[config.mk]
export PLATFORM = sky130hd
export DESIGN_NAME = iadc_decimator
export DESIGN_NICKNAME = d
export VERILOG_FILES = /design/src/rtl/iadc_decimator.sv
export SDC_FILE = /design/constraint.sdc
export NUM_CORES = 1
export LEC_CHECK = 0
export CAP_MARGIN = 40
export CORE_AREA = 10 10 133 99
export CTS_CLUSTER_DIAMETER = 50
export DETAILED_ROUTE_END_ITERATION = 8
export DIE_AREA = 0 0 143 109
export PLACE_DENSITY = 0.8
export SLEW_MARGIN = 0
export SYNTH_ARGS = -nofsm -noshare
export SYNTH_HDL_FRONTEND = slang
export SYNTH_SLANG_ARGS = --single-unit
[constraint.sdc]
create_clock -name wb_clk_i -period 7.1 [get_ports wb_clk_i]
set_clock_uncertainty 0.05 [all_clocks]
set_input_delay 1.775 -clock wb_clk_i [delete_from_list [all_inputs] [get_ports wb_clk_i]]
set_output_delay 1.775 -clock wb_clk_i [all_outputs]
set_load 0.01 [all_outputs]
[src/rtl/iadc_decimator.sv]
// Decimation back-end for the incremental delta-sigma ADC: one conversion per
// start, second-order cascade-of-integrators over OSR samples, valid/ready result.
module iadc_decimator #(
    parameter int OSR_W = 10,
    parameter int ACC_W = 24
) (
    input  logic             wb_clk_i,
    input  logic             wb_rst_i,
    input  logic             start_i,
    input  logic [OSR_W-1:0] osr_i,
    input  logic             mod_bit_i,
    output logic             mod_rst_o,
    output logic             mod_en_o,
    output logic             busy_o,
    output logic [ACC_W-1:0] data_o,
    output logic             valid_o,
    input  logic             ready_i,
    input  logic             clr_ovr_i,
    output logic             overrun_o
);

    typedef enum logic [1:0] {IDLE, MRST, CONV} state_t;

    state_t                   state_reg, state_next;
    logic [OSR_W-1:0]         osr_reg, osr_next;
    logic [OSR_W-1:0]         cnt_reg, cnt_next;
    logic signed [ACC_W-1:0]  acc1_reg, acc1_next;
    logic signed [ACC_W-1:0]  acc2_reg, acc2_next;
    logic signed [ACC_W-1:0]  data_reg, data_next;
    logic signed [ACC_W-1:0]  step;
    logic                     done_reg, done_next;
    logic                     valid_reg, valid_next;
    logic                     overrun_reg, overrun_next;

    always_ff @(posedge wb_clk_i) begin
        if (wb_rst_i) begin
            state_reg   <= IDLE;
            osr_reg     <= '0;
            cnt_reg     <= '0;
            acc1_reg    <= '0;
            acc2_reg    <= '0;
            data_reg    <= '0;
            done_reg    <= 1'b0;
            valid_reg   <= 1'b0;
            overrun_reg <= 1'b0;
        end else begin
            state_reg   <= state_next;
            osr_reg     <= osr_next;
            cnt_reg     <= cnt_next;
            acc1_reg    <= acc1_next;
            acc2_reg    <= acc2_next;
            data_reg    <= data_next;
            done_reg    <= done_next;
            valid_reg   <= valid_next;
            overrun_reg <= overrun_next;
        end
    end

    always_comb begin
        state_next   = state_reg;
        osr_next     = osr_reg;
        cnt_next     = cnt_reg;
        acc1_next    = acc1_reg;
        acc2_next    = acc2_reg;
        data_next    = data_reg;
        done_next    = 1'b0;
        valid_next   = valid_reg;
        overrun_next = overrun_reg & ~clr_ovr_i;
        step         = mod_bit_i ? ACC_W'(1) : {ACC_W{1'b1}};

        case (state_reg)
            IDLE: begin
                if (start_i && (osr_i != '0)) begin
                    osr_next   = osr_i;
                    cnt_next   = '0;
                    acc1_next  = '0;
                    acc2_next  = '0;
                    state_next = MRST;
                end
            end
            MRST: state_next = CONV;
            CONV: begin
                // acc2 integrates the already-updated acc1
                acc1_next = acc1_reg + step;
                acc2_next = acc2_reg + acc1_reg + step;
                cnt_next  = cnt_reg + OSR_W'(1);
                if (cnt_reg == osr_reg - OSR_W'(1)) begin
                    state_next = IDLE;
                    done_next  = 1'b1;
                end
            end
            default: state_next = IDLE;
        endcase

        // Result lands one cycle after the last sample; a same-cycle
        // handshake consumes the old result, so no overrun then.
        if (done_reg) begin
            data_next  = acc2_reg;
            valid_next = 1'b1;
            if (valid_reg && !ready_i) begin
                overrun_next = 1'b1;
            end
        end else if (valid_reg && ready_i) begin
            valid_next = 1'b0;
        end
    end

    assign mod_rst_o = wb_rst_i | (state_reg == MRST);
    assign mod_en_o  = (state_reg == CONV);
    assign busy_o    = (state_reg != IDLE);
    assign data_o    = data_reg;
    assign valid_o   = valid_reg;
    assign overrun_o = overrun_reg;

endmodule

=== After elaboration in Yosys (flattened, before gate mapping) ===
Cells that the tools add are included.

* Add/sub/neg operators: 5
* Equality and inequality tests: 5
* Muxes and demuxes: 14
* Bitwise logic cells: 4
* Reduce and logical (&&, ||, !) cells: 13

{| class="wikitable"
|+ Operators with widths
! cell !! count
|-
| $pmux W24 S2 || 2
|-
| $add A24 B24 Y24 || 3
|-
| $mux W24 || 2
|-
| $pmux W10 S2 || 1
|-
| $add A10 B1 Y10 const B || 1
|-
| $eq A10 B10 Y1 || 1
|-
| $mux W10 || 1
|-
| $reduce_bool A10 Y1 || 1
|-
| $sub A10 B1 Y10 const B || 1
|-
| $pmux W2 S3 || 1
|-
| $reduce_and A2 Y1 || 3
|-
| $reduce_bool A2 Y1 || 3
|-
| $mux W1 || 5
|-
| $mux W2 || 2
|-
| $logic_and A1 B1 Y1 || 3
|-
| $eq A2 B1 Y1 const B || 1
|-
| $eq A2 B2 Y1 const B || 1
|-
| $logic_not A2 Y1 || 1
|-
| $ne A2 B1 Y1 const B || 1
|-
| $ne A2 B2 Y1 const B || 1
|-
| $not A1 Y1 || 2
|-
| $reduce_or A2 Y1 || 1
|-
| $and A1 B1 Y1 || 1
|-
| $logic_not A1 Y1 || 1
|-
| $or A1 B1 Y1 || 1
|}

* Flip-flop bits (word level): 97
* Output and inout bits: 29

=== Depth between registers and ports, before layout ===
Gate-level depths: netlist (run 1).

* Word-level depth: 4
* Depth in mapped cells: 13

=== Worst setup path before layout (run 1) ===
No wires, ideal clock.

* Path kind: input to register
* From: input mod_bit_i
* To: register acc2_reg[23]
* Library setup time: 0.073 ns
* Data arrival time: 5.771 ns
* Data required time: 6.977 ns
* Slack: 1.205 ns
* Stages on the path: 12
* Path buffers: 0
* Cells stage by stage: inv_1 fa_1 ha_1 fa_1 a21oi_1 o21ai_2 a311oi_4 o21ai_2 a2111o_1 nand3_2 or4b_1 o211ai_2

* Longest elaborated chain between the ends: 3

{| class="wikitable"
|+ Ends and longest elaborated chain
! what !! line !! text
|-
| start: declaration || 11 || <nowiki>input logic mod_bit_i,</nowiki>
|-
| $mux W24 || 69 || <nowiki>step = mod_bit_i ? ACC_W'(1) : {ACC_W{1'b1}};</nowiki>
|-
| $add A24 B24 Y24 || 85 || <nowiki>acc2_next = acc2_reg + acc1_reg + step;</nowiki>
|-
| $pmux W24 S2 || 71 || <nowiki>case (state_reg)</nowiki>
|-
| end signal: assignment || 51 || <nowiki>acc2_reg <= acc2_next;</nowiki>
|-
| end: declaration || 28 || <nowiki>logic signed [ACC_W-1:0] acc2_reg, acc2_next;</nowiki>
|}

Every way passes these cells.
A chain may end at the register's enable or synchronous reset.

=== Worst setup path in the final report (run 1) ===
* From: input mod_bit_i
* To: register acc2_reg[22]

The elaborated chain is that of the path after synthesis.

==> run_summary.xml, run 1 <==
<?xml version="1.0" encoding="UTF-8"?>
<metrics>
  <group name="setup_path">
    <metric name="worstSetupPathType" unit="">in2reg</metric>
    <metric name="data_arrival_at_the_endpoint_of_the_critical_path" unit="ns">5.78</metric>
    <metric name="path_max_fanout" unit="">17</metric>
    <metric name="worstPathBufferInverterCount" unit="">3</metric>
    <metric name="cp_slowest_stage_delay" unit="ns">0.59</metric>
    <metric name="crit_top_cell" unit="">o21ai_0</metric>
    <metric name="timing.critical_path.from_type" unit="">input port</metric>
    <metric name="cp_cell_sequence" unit="">clkdlybuf4s50_1, clkinv_1, buf_4, fa_1, ha_1, a2111oi_4, o21ai_0, a31oi_1, o21ai_0, a31oi_1, o21ai_0, xnor2_1, o21ai_0</metric>
    <metric name="cp_slowest_cell" unit="">clkdlybuf4s50_1</metric>
    <metric name="critical_path.top_delay_family" unit="">compound AO/OA/AOI/OAI gates</metric>
    <metric name="critPathRequiredTime" unit="ns">7.28</metric>
    <metric name="critPathCaptureType" unit="">flop</metric>
    <metric name="regToRegSetupSlack" unit="ns">3.44</metric>
  </group>
  <group name="cts">
    <metric name="cts.hold.buffers_added" unit="">0</metric>
    <metric name="htreeDepth" unit="">3</metric>
    <metric name="clock_latency" unit="ns">0.35</metric>
    <metric name="clkTransAtPathRegs" unit="ns">0.07</metric>
    <metric name="max-clock-path-buffers" unit="">2</metric>
    <metric name="post_cts_resize_count" unit="">0</metric>
    <metric name="clock-root-buffer" unit="">clkbuf_16</metric>
    <metric name="clock_tree_from_tritoncts" unit="">yes</metric>
    <metric name="tritoncts.num_buffers" unit="">9</metric>
    <metric name="cts_sinks" unit="">97</metric>
    <metric name="postCtsSetupBuffers" unit="">0</metric>
  </group>
  <group name="synthesis">
    <metric name="synth_edf_count" unit="">0</metric>
    <metric name="yosys_register_bits" unit="">97</metric>
    <metric name="netlist_area" unit="um^2">6226</metric>
    <metric name="synth.net_count" unit="">794</metric>
    <metric name="yosys_warnings" unit="">0</metric>
    <metric name="syn-instance-count" unit="">707</metric>
    <metric name="synthDistinctLibCells" unit="">57</metric>
    <metric name="synth-async-reset-ratio" unit="%">0</metric>
    <metric name="ys_seq_area_share" unit="%">31.19</metric>
    <metric name="yosys_most_used_dff" unit="">dfxtp_1</metric>
    <metric name="syn-mean-instance-area" unit="um^2">8.806</metric>
  </group>
  <group name="floorplanning">
    <metric name="design.die.area" unit="um^2">15590</metric>
    <metric name="placementRows" unit="">32</metric>
    <metric name="core_area" unit="um^2">10690</metric>
    <metric name="die_height" unit="um">109</metric>
    <metric name="design.portCount" unit="">45</metric>
    <metric name="chipWidth" unit="um">143</metric>
    <metric name="initial_utilization" unit="%">58.24</metric>
  </group>
  <group name="placement">
    <metric name="detailedPlacementHpwl" unit="um">11060</metric>
    <metric name="placedCellCount" unit="">869</metric>
    <metric name="gp_congestion" unit="">0.8819</metric>
    <metric name="portBuffers" unit="">44</metric>
  </group>
  <group name="timing">
    <metric name="grt_setup_unrepaired" unit="">false</metric>
    <metric name="maxClockFrequency" unit="MHz">178.5</metric>
    <metric name="measured_slew_at_the_worst_slew_check_pin" unit="ns">0.8212</metric>
    <metric name="timing_max_transition_violations_final" unit="">0</metric>
    <metric name="finalHoldViolations" unit="">0</metric>
    <metric name="setup-violations-final" unit="">0</metric>
    <metric name="post-route-period-util" unit="%">78.92</metric>
    <metric name="final.min_clock_period" unit="ns">5.603</metric>
    <metric name="setup-tns-final" unit="ns">0</metric>
    <metric name="max-slew-margin-rel" unit="%">43.84</metric>
  </group>
  <group name="grt">
    <metric name="leftover_overflow_at_the_end_of_global_routing" unit="">0</metric>
    <metric name="first_pass_grt_wire_length" unit="um">25340</metric>
    <metric name="antenna_found_initial" unit="">0</metric>
    <metric name="first_global_vias" unit="">5250</metric>
    <metric name="grt_overall_usage" unit="%">19.72</metric>
    <metric name="pin_count_of_the_biggest_net_entering_global_routing" unit="">71</metric>
  </group>
  <group name="final_layout">
    <metric name="stdcell_count" unit="">885</metric>
    <metric name="antenna_cells_inserted" unit="">0</metric>
    <metric name="post_route_cells_drive_above_1_share" unit="%">4.940</metric>
    <metric name="fillers" unit="">862</metric>
    <metric name="final_nets" unit="">831</metric>
    <metric name="mostFrequentLayoutCell" unit="">dfxtp_1</metric>
    <metric name="layout-area-overhead-vs-synth" unit="%">15.01</metric>
    <metric name="mostFrequentLayoutCells" unit="">dfxtp_1, nor2_1, nand2_1</metric>
  </group>
  <group name="power">
    <metric name="vdd_drop_max" unit="V">0.0001423</metric>
    <metric name="leakage" unit="nW">2.943</metric>
    <metric name="power_density" unit="nW/um^2">207.1</metric>
    <metric name="total_power" unit="mW">1.483</metric>
  </group>
  <group name="outcome">
    <metric name="run_status" unit="">completed</metric>
  </group>
  <group name="routing">
    <metric name="post_drt_wl_per_cell" unit="um">17.14</metric>
    <metric name="firstDrtPassIters" unit="">7</metric>
    <metric name="remaining_drc_errors" unit="">0</metric>
    <metric name="via_per_inst" unit="">5.974</metric>
    <metric name="via_count" unit="">5287</metric>
    <metric name="drtIter0Drc" unit="">455</metric>
    <metric name="route.final.wire_length" unit="um">15170</metric>
    <metric name="final_antenna_net_count" unit="">0</metric>
  </group>
  <group name="min_path">
    <metric name="worstHoldPathType" unit="">reg2reg</metric>
  </group>
  <group name="run">
    <metric name="max_cap_violations" unit="">0</metric>
  </group>
</metrics>
synth_stat cells, types with 6 or more instances:
cell | n | area, um^2
a21o_1 | 17 | 127.6
a21oi_1 | 45 | 225.2
a22oi_1 | 15 | 112.6
a31oi_1 | 9 | 56.30
and3_1 | 6 | 37.54
clkbuf_1 | 19 | 71.32
dfxtp_1 | 97 | 1942
fa_1 | 24 | 480.5
ha_1 | 47 | 588.1
inv_1 | 19 | 71.32
mux2i_1 | 39 | 390.4
nand2_1 | 63 | 236.5
nand2b_1 | 6 | 37.54
nand3_1 | 16 | 80.08
nor2_1 | 88 | 330.3
nor2b_1 | 12 | 75.07
nor3_1 | 8 | 40.04
nor3b_1 | 6 | 45.04
o21ai_0 | 49 | 245.2
xnor2_1 | 35 | 306.5
xor2_1 | 17 | 148.9
stage by stage:
step	area [um^2]	hold WS (ns)	util, %	worst slack, ns
2_1_floorplan	6226	0.4098	-	1.206
3_3_place_gp	6779	0.4207	63.41	1.183
3_5_place_dp	6794	0.4351	63.55	1.111
4_1_cts	7161	0.4524	66.98	1.483
5_1_grt	7161	0.4835	66.98	1.305
6_report	7161	0.4441	66.98	1.497
path summary, 6_finish.rpt:
| path | to | depth (start not counted) | start |
|---|---|---|---|
| hold reg to reg | data_o[21] | 2 | data_o[21] |
| setup reg to reg | acc2_reg[23] | 11 | acc1_reg[1] |
| hold / removal | data_o[21] | 2 | data_o[21] |
| setup / recovery | acc2_reg[22] | 13 | mod_bit_i |
kinds of logic after synthesis:
logic type                 synth area share, %
and+or+nand+nor                          16.94
AOI/OAI and AO/OA                        18.35
DFF                                      31.19
adders and majority gates                17.16
xor gates and xnor gates                 7.315
buffers and inverters                    2.593
muxes                                    6.451
layout make-up:
cell class                 count  area [um^2]  area share [%]
inverter                      19        71.32          0.9960
clock inverter                 7        141.4           1.974
multi-input combinational    567         4123           57.57
tap                          136        170.2           2.376
timing repair buffer          50        488.0           6.815
sequential                    97         1942           27.12
clock buffer                   9        225.2           3.145
worst reg2reg max path: stages, from the launching register on:
cell	delay [ns]
dfxtp_1	0.45
fa_1	0.44
ha_1	0.25
fa_1	0.40
a21oi_1	0.28
o21ai_2	0.12
a311oi_4	0.40
o21ai_2	0.19
a2111o_1	0.43
nand3_2	0.09
or4b_1	0.44
o211ai_2	0.07
layer usage:
metal	track usage, %	vias up	share of wire [%]
met5	0	-	0
met3	5.213	24	6.1
li1	-	2591	-
met2	32.05	162	45
met4	5.947	0	1.9
met1	25.29	2510	47
power by group:
group	internal (mW)	leakage, nW	switching (mW)
Sequential	0.562	0.786	0.0225
Combinational	0.128	1.98	0.173
Clock	0.381	0.176	0.217
Total	1.07	2.94	0.412
No activity file was read; power rests on OpenSTA's default activity.
==> run 2: changes to the inputs <==
==> constraint.sdc (replaced) <==
create_clock -name wb_clk_i -period 5.8 [get_ports wb_clk_i]
set_clock_uncertainty 0.05 [all_clocks]
set_input_delay 1.45 -clock wb_clk_i [delete_from_list [all_inputs] [get_ports wb_clk_i]]
set_output_delay 1.45 -clock wb_clk_i [all_outputs]
set_load 0.01 [all_outputs]
==> run_summary.xml, run 2 (same netlist as run 1, synthesis figures left out) <==
<?xml version="1.0" encoding="UTF-8"?>
<metrics>
  <group name="routing">
    <metric name="drtIter0Drc" unit="">438</metric>
    <metric name="remaining_drc_errors" unit="">0</metric>
    <metric name="via_per_inst" unit="">5.954</metric>
    <metric name="firstDrtPassIters" unit="">5</metric>
    <metric name="route.final.wire_length" unit="um">14940</metric>
    <metric name="via_count" unit="">5275</metric>
    <metric name="final_antenna_net_count" unit="">0</metric>
    <metric name="post_drt_wl_per_cell" unit="um">16.86</metric>
  </group>
  <group name="timing">
    <metric name="finalHoldViolations" unit="">0</metric>
    <metric name="final.min_clock_period" unit="ns">5.163</metric>
    <metric name="timing_max_transition_violations_final" unit="">0</metric>
    <metric name="measured_slew_at_the_worst_slew_check_pin" unit="ns">0.8398</metric>
    <metric name="setup-tns-final" unit="ns">0</metric>
    <metric name="post-route-period-util" unit="%">89.03</metric>
    <metric name="maxClockFrequency" unit="MHz">193.7</metric>
    <metric name="grt_setup_unrepaired" unit="">false</metric>
    <metric name="setup-violations-final" unit="">0</metric>
    <metric name="max-slew-margin-rel" unit="%">43.81</metric>
  </group>
  <group name="final_layout">
    <metric name="multi_input_area" unit="um^2">4123</metric>
    <metric name="final_nets" unit="">833</metric>
    <metric name="layout.area.seq" unit="um^2">1942</metric>
    <metric name="finalCoreUtilization" unit="%">66.68</metric>
    <metric name="mostFrequentLayoutCell" unit="">dfxtp_1</metric>
    <metric name="mostFrequentLayoutCells" unit="">dfxtp_1, nor2_1, nand2_1</metric>
    <metric name="layout-area-overhead-vs-synth" unit="%">14.49</metric>
    <metric name="post_route_cells_drive_above_1_share" unit="%">5.067</metric>
    <metric name="fillers" unit="">851</metric>
    <metric name="stdcell_count" unit="">886</metric>
    <metric name="antenna_cells_inserted" unit="">0</metric>
  </group>
  <group name="min_path">
    <metric name="worstHoldPathType" unit="">reg2reg</metric>
    <metric name="hold-path-cell-count" unit="">2</metric>
    <metric name="hold_path_sink" unit="">data_o[16]</metric>
    <metric name="worstHoldStart" unit="">data_o[16]</metric>
  </group>
  <group name="outcome">
    <metric name="run_status" unit="">completed</metric>
  </group>
  <group name="power">
    <metric name="leakage" unit="nW">2.928</metric>
    <metric name="share_seq_of_total_power" unit="%">41.3</metric>
    <metric name="p_comb_share" unit="%">21.2</metric>
    <metric name="net_sw_power" unit="mW">0.5001</metric>
    <metric name="vdd_drop_max" unit="V">0.0001375</metric>
    <metric name="power_density" unit="nW/um^2">243.0</metric>
    <metric name="internal-power" unit="mW">1.232</metric>
    <metric name="total_power" unit="mW">1.732</metric>
    <metric name="clockPowerShare" unit="%">37.5</metric>
    <metric name="power_switching_share" unit="%">28.87</metric>
  </group>
  <group name="cts">
    <metric name="clock-root-buffer" unit="">clkbuf_16</metric>
    <metric name="max-clock-path-buffers" unit="">2</metric>
    <metric name="tritoncts.num_buffers" unit="">9</metric>
    <metric name="cts.hold.buffers_added" unit="">0</metric>
    <metric name="postCtsSetupBuffers" unit="">0</metric>
    <metric name="clock_latency" unit="ns">0.35</metric>
    <metric name="cts_sinks" unit="">97</metric>
    <metric name="clock_tree_from_tritoncts" unit="">yes</metric>
    <metric name="clkTransAtPathRegs" unit="ns">0.07</metric>
    <metric name="post_cts_resize_count" unit="">0</metric>
    <metric name="htreeDepth" unit="">3</metric>
  </group>
  <group name="grt">
    <metric name="leftover_overflow_at_the_end_of_global_routing" unit="">0</metric>
    <metric name="pin_count_of_the_biggest_net_entering_global_routing" unit="">71</metric>
    <metric name="first_pass_grt_wire_length" unit="um">24630</metric>
    <metric name="grt_overall_usage" unit="%">19.46</metric>
    <metric name="first_global_vias" unit="">5197</metric>
    <metric name="antenna_found_initial" unit="">0</metric>
  </group>
  <group name="placement">
    <metric name="detailedPlacementHpwl" unit="um">11240</metric>
    <metric name="gp_congestion" unit="">0.9059</metric>
    <metric name="portBuffers" unit="">44</metric>
    <metric name="placedCellCount" unit="">871</metric>
  </group>
  <group name="setup_path">
    <metric name="regToRegStartpoint" unit="">acc1_reg[1]</metric>
    <metric name="critPathRequiredTime" unit="ns">6.04</metric>
    <metric name="cp_slowest_stage_delay" unit="ns">0.51</metric>
    <metric name="data_arrival_at_the_endpoint_of_the_critical_path" unit="ns">5.40</metric>
    <metric name="worstSetupPathType" unit="">in2reg</metric>
    <metric name="worst_r2r_path_depth" unit="">11</metric>
    <metric name="worst_r2r_endpoint" unit="">acc2_reg[23]</metric>
    <metric name="critPathCaptureType" unit="">flop</metric>
    <metric name="critical_path.top_delay_family" unit="">compound AO/OA/AOI/OAI gates</metric>
    <metric name="path_max_fanout" unit="">16</metric>
    <metric name="cp_slowest_cell" unit="">fa_1</metric>
    <metric name="worstPathBufferInverterCount" unit="">3</metric>
    <metric name="regToRegSetupSlack" unit="ns">2.11</metric>
    <metric name="cp_cell_sequence" unit="">clkdlybuf4s50_1, clkinv_1, buf_4, fa_1, fa_1, a21oi_1, o21ai_2, a311oi_4, o21ai_2, a2111o_1, nand3_2, or4b_1, o211ai_2</metric>
    <metric name="timing.critical_path.from_type" unit="">input port</metric>
  </group>
  <group name="run">
    <metric name="max_cap_violations" unit="">0</metric>
  </group>
  <group name="floorplanning">
    <metric name="initial_utilization" unit="%">58.24</metric>
    <metric name="design.die.area" unit="um^2">15590</metric>
    <metric name="chipWidth" unit="um">143</metric>
    <metric name="die_height" unit="um">109</metric>
    <metric name="design.portCount" unit="">45</metric>
    <metric name="core_area" unit="um^2">10690</metric>
    <metric name="placementRows" unit="">32</metric>
  </group>
</metrics>
run 2: cell count changes in the layout (fill, tap and decap cells not counted), sizes merged:
cell / change
bufinv: -2
buf: +2
inv: -1
clkbuf: +1
clkinvlp: +1
run 2: cell type report:
class	instances	share of cell area, %
Clock buffer	10	3.353
Clock inverter	5	1.123
Inverter	19	1.001
Multi-Input combinational cell	567	57.84
Sequential cell	97	27.24
Tap cell	136	2.387
Timing Repair Buffer	52	7.056
run 2: worst max-delay path by stage:
stage | startpoint | end | cells past startpoint
floorplan | mod_bit_i | acc2_reg[23] | 12
global placement | mod_bit_i | acc2_reg[23] | 13
detailed placement | mod_bit_i | acc2_reg[23] | 13
CTS | mod_bit_i | acc2_reg[23] | 13
global route | mod_bit_i | acc2_reg[23] | 13
finish | mod_bit_i | acc2_reg[23] | 13
run 2: power by group through the flow:
| stage | logic (mW) | clock network (mW) | registers, mW |
|---|---|---|---|
| 3_3_place_gp | 0.340 | 0 | 0.730 |
| 3_5_place_dp | 0.360 | 0 | 0.731 |
| 2_1_floorplan | 0.278 | 0 | 0.721 |
| 6_report | 0.367 | 0.649 | 0.716 |
| 4_1_cts | 0.363 | 0.660 | 0.716 |
| 5_1_grt | 0.406 | 0.679 | 0.719 |
run 2: worst reg2reg max path: stages, from the launching register on:
cell and delay, ns:
dfxtp_1 0.36, fa_1 0.49, ha_1 0.25, fa_1 0.40, a21oi_1 0.32, o21ai_2 0.14, a311oi_4 0.39, o21ai_2 0.17
a2111o_1 0.42, nand3_2 0.09, or4b_1 0.47, o211ai_2 0.08
run 2: metrics by stage:
step	hold slack, ns	worst slack, ns	instance area, um^2
3_3_place_gp	0.4211	0.4400	6794
4_1_cts	0.4504	0.6637	7128
6_report	0.4444	0.6365	7128
2_1_floorplan	0.4098	0.2305	6226
3_5_place_dp	0.4333	0.2932	6809
5_1_grt	0.4766	0.4769	7128
run 2: routing by layer:
metal,up-vias,wire length [um],global-route usage (%)
met1,2463,6918,24.99
li1,2581,-,-
met5,-,0,0
met2,198,6565,31.22
met3,33,1152,5.300
met4,0,303,6.461
==> run 3: changes to the inputs <==
--- a/config.mk
+++ b/config.mk
@@ -6,11 +6,11 @@
 export NUM_CORES = 1
 export LEC_CHECK = 0
 export CAP_MARGIN = 40
-export CORE_AREA = 10 10 133 99
+export CORE_AREA = 10 10 89 148
 export CTS_CLUSTER_DIAMETER = 50
 export DETAILED_ROUTE_END_ITERATION = 8
-export DIE_AREA = 0 0 143 109
-export PLACE_DENSITY = 0.8
+export DIE_AREA = 0 0 99 158
+export PLACE_DENSITY = 0.79
 export SLEW_MARGIN = 0
 export SYNTH_ARGS = -nofsm -noshare
 export SYNTH_HDL_FRONTEND = slang
==> run_summary.xml, run 3 (same netlist as run 1, synthesis figures left out) <==
<?xml version="1.0" encoding="UTF-8"?>
<metrics>
  <group name="grt">
    <metric name="first_global_vias" unit="">5521</metric>
    <metric name="antenna_found_initial" unit="">0</metric>
    <metric name="leftover_overflow_at_the_end_of_global_routing" unit="">0</metric>
    <metric name="grt_overall_usage" unit="%">20.50</metric>
    <metric name="pin_count_of_the_biggest_net_entering_global_routing" unit="">71</metric>
    <metric name="first_pass_grt_wire_length" unit="um">26040</metric>
  </group>
  <group name="setup_path">
    <metric name="critPathRequiredTime" unit="ns">6.05</metric>
    <metric name="critPathCaptureType" unit="">flop</metric>
    <metric name="cp_slowest_cell" unit="">clkdlybuf4s50_1</metric>
    <metric name="worst_r2r_endpoint" unit="">acc2_reg[23]</metric>
    <metric name="path_max_fanout" unit="">7</metric>
    <metric name="cp_slowest_stage_delay" unit="ns">0.49</metric>
    <metric name="data_arrival_at_the_endpoint_of_the_critical_path" unit="ns">5.38</metric>
    <metric name="worstSetupPathType" unit="">in2reg</metric>
    <metric name="worst_r2r_path_depth" unit="">11</metric>
    <metric name="crit_top_cell" unit="">o21ai_2</metric>
    <metric name="regToRegStartpoint" unit="">acc1_reg[1]</metric>
    <metric name="timing.critical_path.from_type" unit="">input port</metric>
    <metric name="cp_cell_sequence" unit="">clkdlybuf4s50_1, clkinv_1, buf_4, fa_1, ha_1, a2111oi_4, o21ai_2, a311oi_4, o21ai_2, a2111o_1, nand3_2, or4b_1, o211ai_2</metric>
    <metric name="critical_path.top_delay_family" unit="">compound AO/OA/AOI/OAI gates</metric>
    <metric name="worstPathBufferInverterCount" unit="">3</metric>
    <metric name="regToRegSetupSlack" unit="ns">2.12</metric>
  </group>
  <group name="routing">
    <metric name="final_antenna_net_count" unit="">0</metric>
    <metric name="post_drt_wl_per_cell" unit="um">18.09</metric>
    <metric name="via_per_inst" unit="">5.969</metric>
    <metric name="route.final.wire_length" unit="um">15940</metric>
    <metric name="remaining_drc_errors" unit="">0</metric>
    <metric name="via_count" unit="">5259</metric>
    <metric name="firstDrtPassIters" unit="">7</metric>
    <metric name="drtIter0Drc" unit="">267</metric>
  </group>
  <group name="power">
    <metric name="power_density" unit="nW/um^2">235.3</metric>
    <metric name="leakage" unit="nW">2.921</metric>
    <metric name="total_power" unit="mW">1.669</metric>
    <metric name="vdd_drop_max" unit="V">0.0001992</metric>
  </group>
  <group name="min_path">
    <metric name="hold_path_sink" unit="">data_o[23]</metric>
    <metric name="worstHoldPathType" unit="">reg2reg</metric>
    <metric name="worstHoldStart" unit="">data_o[23]</metric>
    <metric name="hold-path-cell-count" unit="">2</metric>
  </group>
  <group name="cts">
    <metric name="clock_tree_from_tritoncts" unit="">yes</metric>
    <metric name="max-clock-path-buffers" unit="">2</metric>
    <metric name="clkTransAtPathRegs" unit="ns">0.07</metric>
    <metric name="cts.hold.buffers_added" unit="">0</metric>
    <metric name="postCtsSetupBuffers" unit="">0</metric>
    <metric name="tritoncts.num_buffers" unit="">9</metric>
    <metric name="clock_latency" unit="ns">0.36</metric>
    <metric name="htreeDepth" unit="">3</metric>
    <metric name="post_cts_resize_count" unit="">0</metric>
    <metric name="clock-root-buffer" unit="">clkbuf_16</metric>
    <metric name="cts_sinks" unit="">97</metric>
  </group>
  <group name="placement">
    <metric name="portBuffers" unit="">44</metric>
    <metric name="detailed_place.area" unit="um^2">6804</metric>
    <metric name="gp_congestion" unit="">0.8942</metric>
    <metric name="detailedPlacementHpwl" unit="um">12120</metric>
  </group>
  <group name="timing">
    <metric name="finalHoldViolations" unit="">0</metric>
    <metric name="grt_setup_unrepaired" unit="">false</metric>
    <metric name="measured_slew_at_the_worst_slew_check_pin" unit="ns">0.8799</metric>
    <metric name="final.min_clock_period" unit="ns">5.139</metric>
    <metric name="max-slew-margin-rel" unit="%">41.28</metric>
    <metric name="timing_max_transition_violations_final" unit="">0</metric>
    <metric name="setup-tns-final" unit="ns">0</metric>
    <metric name="post-route-period-util" unit="%">88.60</metric>
    <metric name="maxClockFrequency" unit="MHz">194.6</metric>
    <metric name="setup-violations-final" unit="">0</metric>
  </group>
  <group name="final_layout">
    <metric name="fillers" unit="">863</metric>
    <metric name="antenna_cells_inserted" unit="">0</metric>
    <metric name="mostFrequentLayoutCells" unit="">dfxtp_1, nor2_1, nand2_1</metric>
    <metric name="final_nets" unit="">833</metric>
    <metric name="non_filler_cell_area_final" unit="um^2">7094</metric>
    <metric name="mostFrequentLayoutCell" unit="">dfxtp_1</metric>
    <metric name="finalCoreUtilization" unit="%">66.32</metric>
    <metric name="post_route_cells_drive_above_1_share" unit="%">5.326</metric>
    <metric name="layout-area-overhead-vs-synth" unit="%">13.95</metric>
  </group>
  <group name="floorplanning">
    <metric name="chipWidth" unit="um">99</metric>
    <metric name="die_height" unit="um">158</metric>
    <metric name="design.portCount" unit="">45</metric>
    <metric name="design.die.area" unit="um^2">15640</metric>
    <metric name="initial_utilization" unit="%">58.20</metric>
    <metric name="core_area" unit="um^2">10700</metric>
    <metric name="placementRows" unit="">50</metric>
  </group>
  <group name="run">
    <metric name="max_cap_violations" unit="">0</metric>
  </group>
  <group name="outcome">
    <metric name="run_status" unit="">completed</metric>
  </group>
</metrics>
-- run 3: cell types whose count changed in the layout (fill, tap and decap cells not counted) --
cell and delta:
clkinvlp_4 -2, inv_8 +1, inv_6 +1, nor2_2 +1, clkinv_4 +3, bufinv_16 -2, nor2_1 -1
-- run 3: worst register-to-register path: stages (launching register included) --
cell	delay (ns)
dfxtp_1	0.35
fa_1	0.50
ha_1	0.26
fa_1	0.41
a21oi_1	0.30
o21ai_2	0.13
a311oi_4	0.42
o21ai_2	0.18
a2111o_1	0.43
nand3_2	0.09
or4b_1	0.45
o211ai_2	0.07
-- run 3: how the worst max path moves through the flow --
| stage | start | to | slack (ns) | cells past startpoint |
|---|---|---|---|---|
| 2_1_floorplan | mod_bit_i | acc2_reg[23] | 0.23 | 12 |
| 3_5_place_dp | mod_bit_i | acc2_reg[23] | 0.30 | 13 |
| 6_report | mod_bit_i | acc2_reg[23] | 0.66 | 13 |
| 5_1_grt | mod_bit_i | acc2_reg[23] | 0.47 | 13 |
| 3_3_place_gp | mod_bit_i | acc2_reg[23] | 0.42 | 13 |
| 4_1_cts | mod_bit_i | acc2_reg[23] | 0.66 | 13 |
-- run 3: metal layers --
layer	global-route usage [%]	up-vias	share of wire (%)
met5	0	-	0
met4	12.47	0	5.2
met3	3.492	41	3.2
li1	-	2586	-
met1	19.63	2519	36
met2	39.17	113	55
-- run 3: stage by stage --
stage / setup WS, ns / cells / hold WS [ns]
floorplan: 0.2305 / 707 / 0.4098
global placement: 0.4152 / 864 / 0.4216
detailed placement: 0.2971 / 865 / 0.4321
CTS: 0.6611 / 881 / 0.4486
global route: 0.4749 / 881 / 0.4735
finish: 0.6611 / 881 / 0.4430
-- run 3: power by group --
group	total, mW	leakage [nW]	internal, mW	switching (mW)
sequential	0.717	0.786	0.688	0.0297
clock	0.586	0.145	0.309	0.277
combinational	0.366	1.99	0.158	0.208
-- run 3: area by class of cell --
class / instances / area [um^2] / area share [%]
multi-input combinational: 567 / 4125 / 58.15
clock buffer: 10 / 239.0 / 3.369
tap: 130 / 162.7 / 2.293
inverter: 19 / 71.32 / 1.005
timing repair buffer: 52 / 503.0 / 7.090
clock inverter: 6 / 51.30 / 0.7231
sequential: 97 / 1942 / 27.37
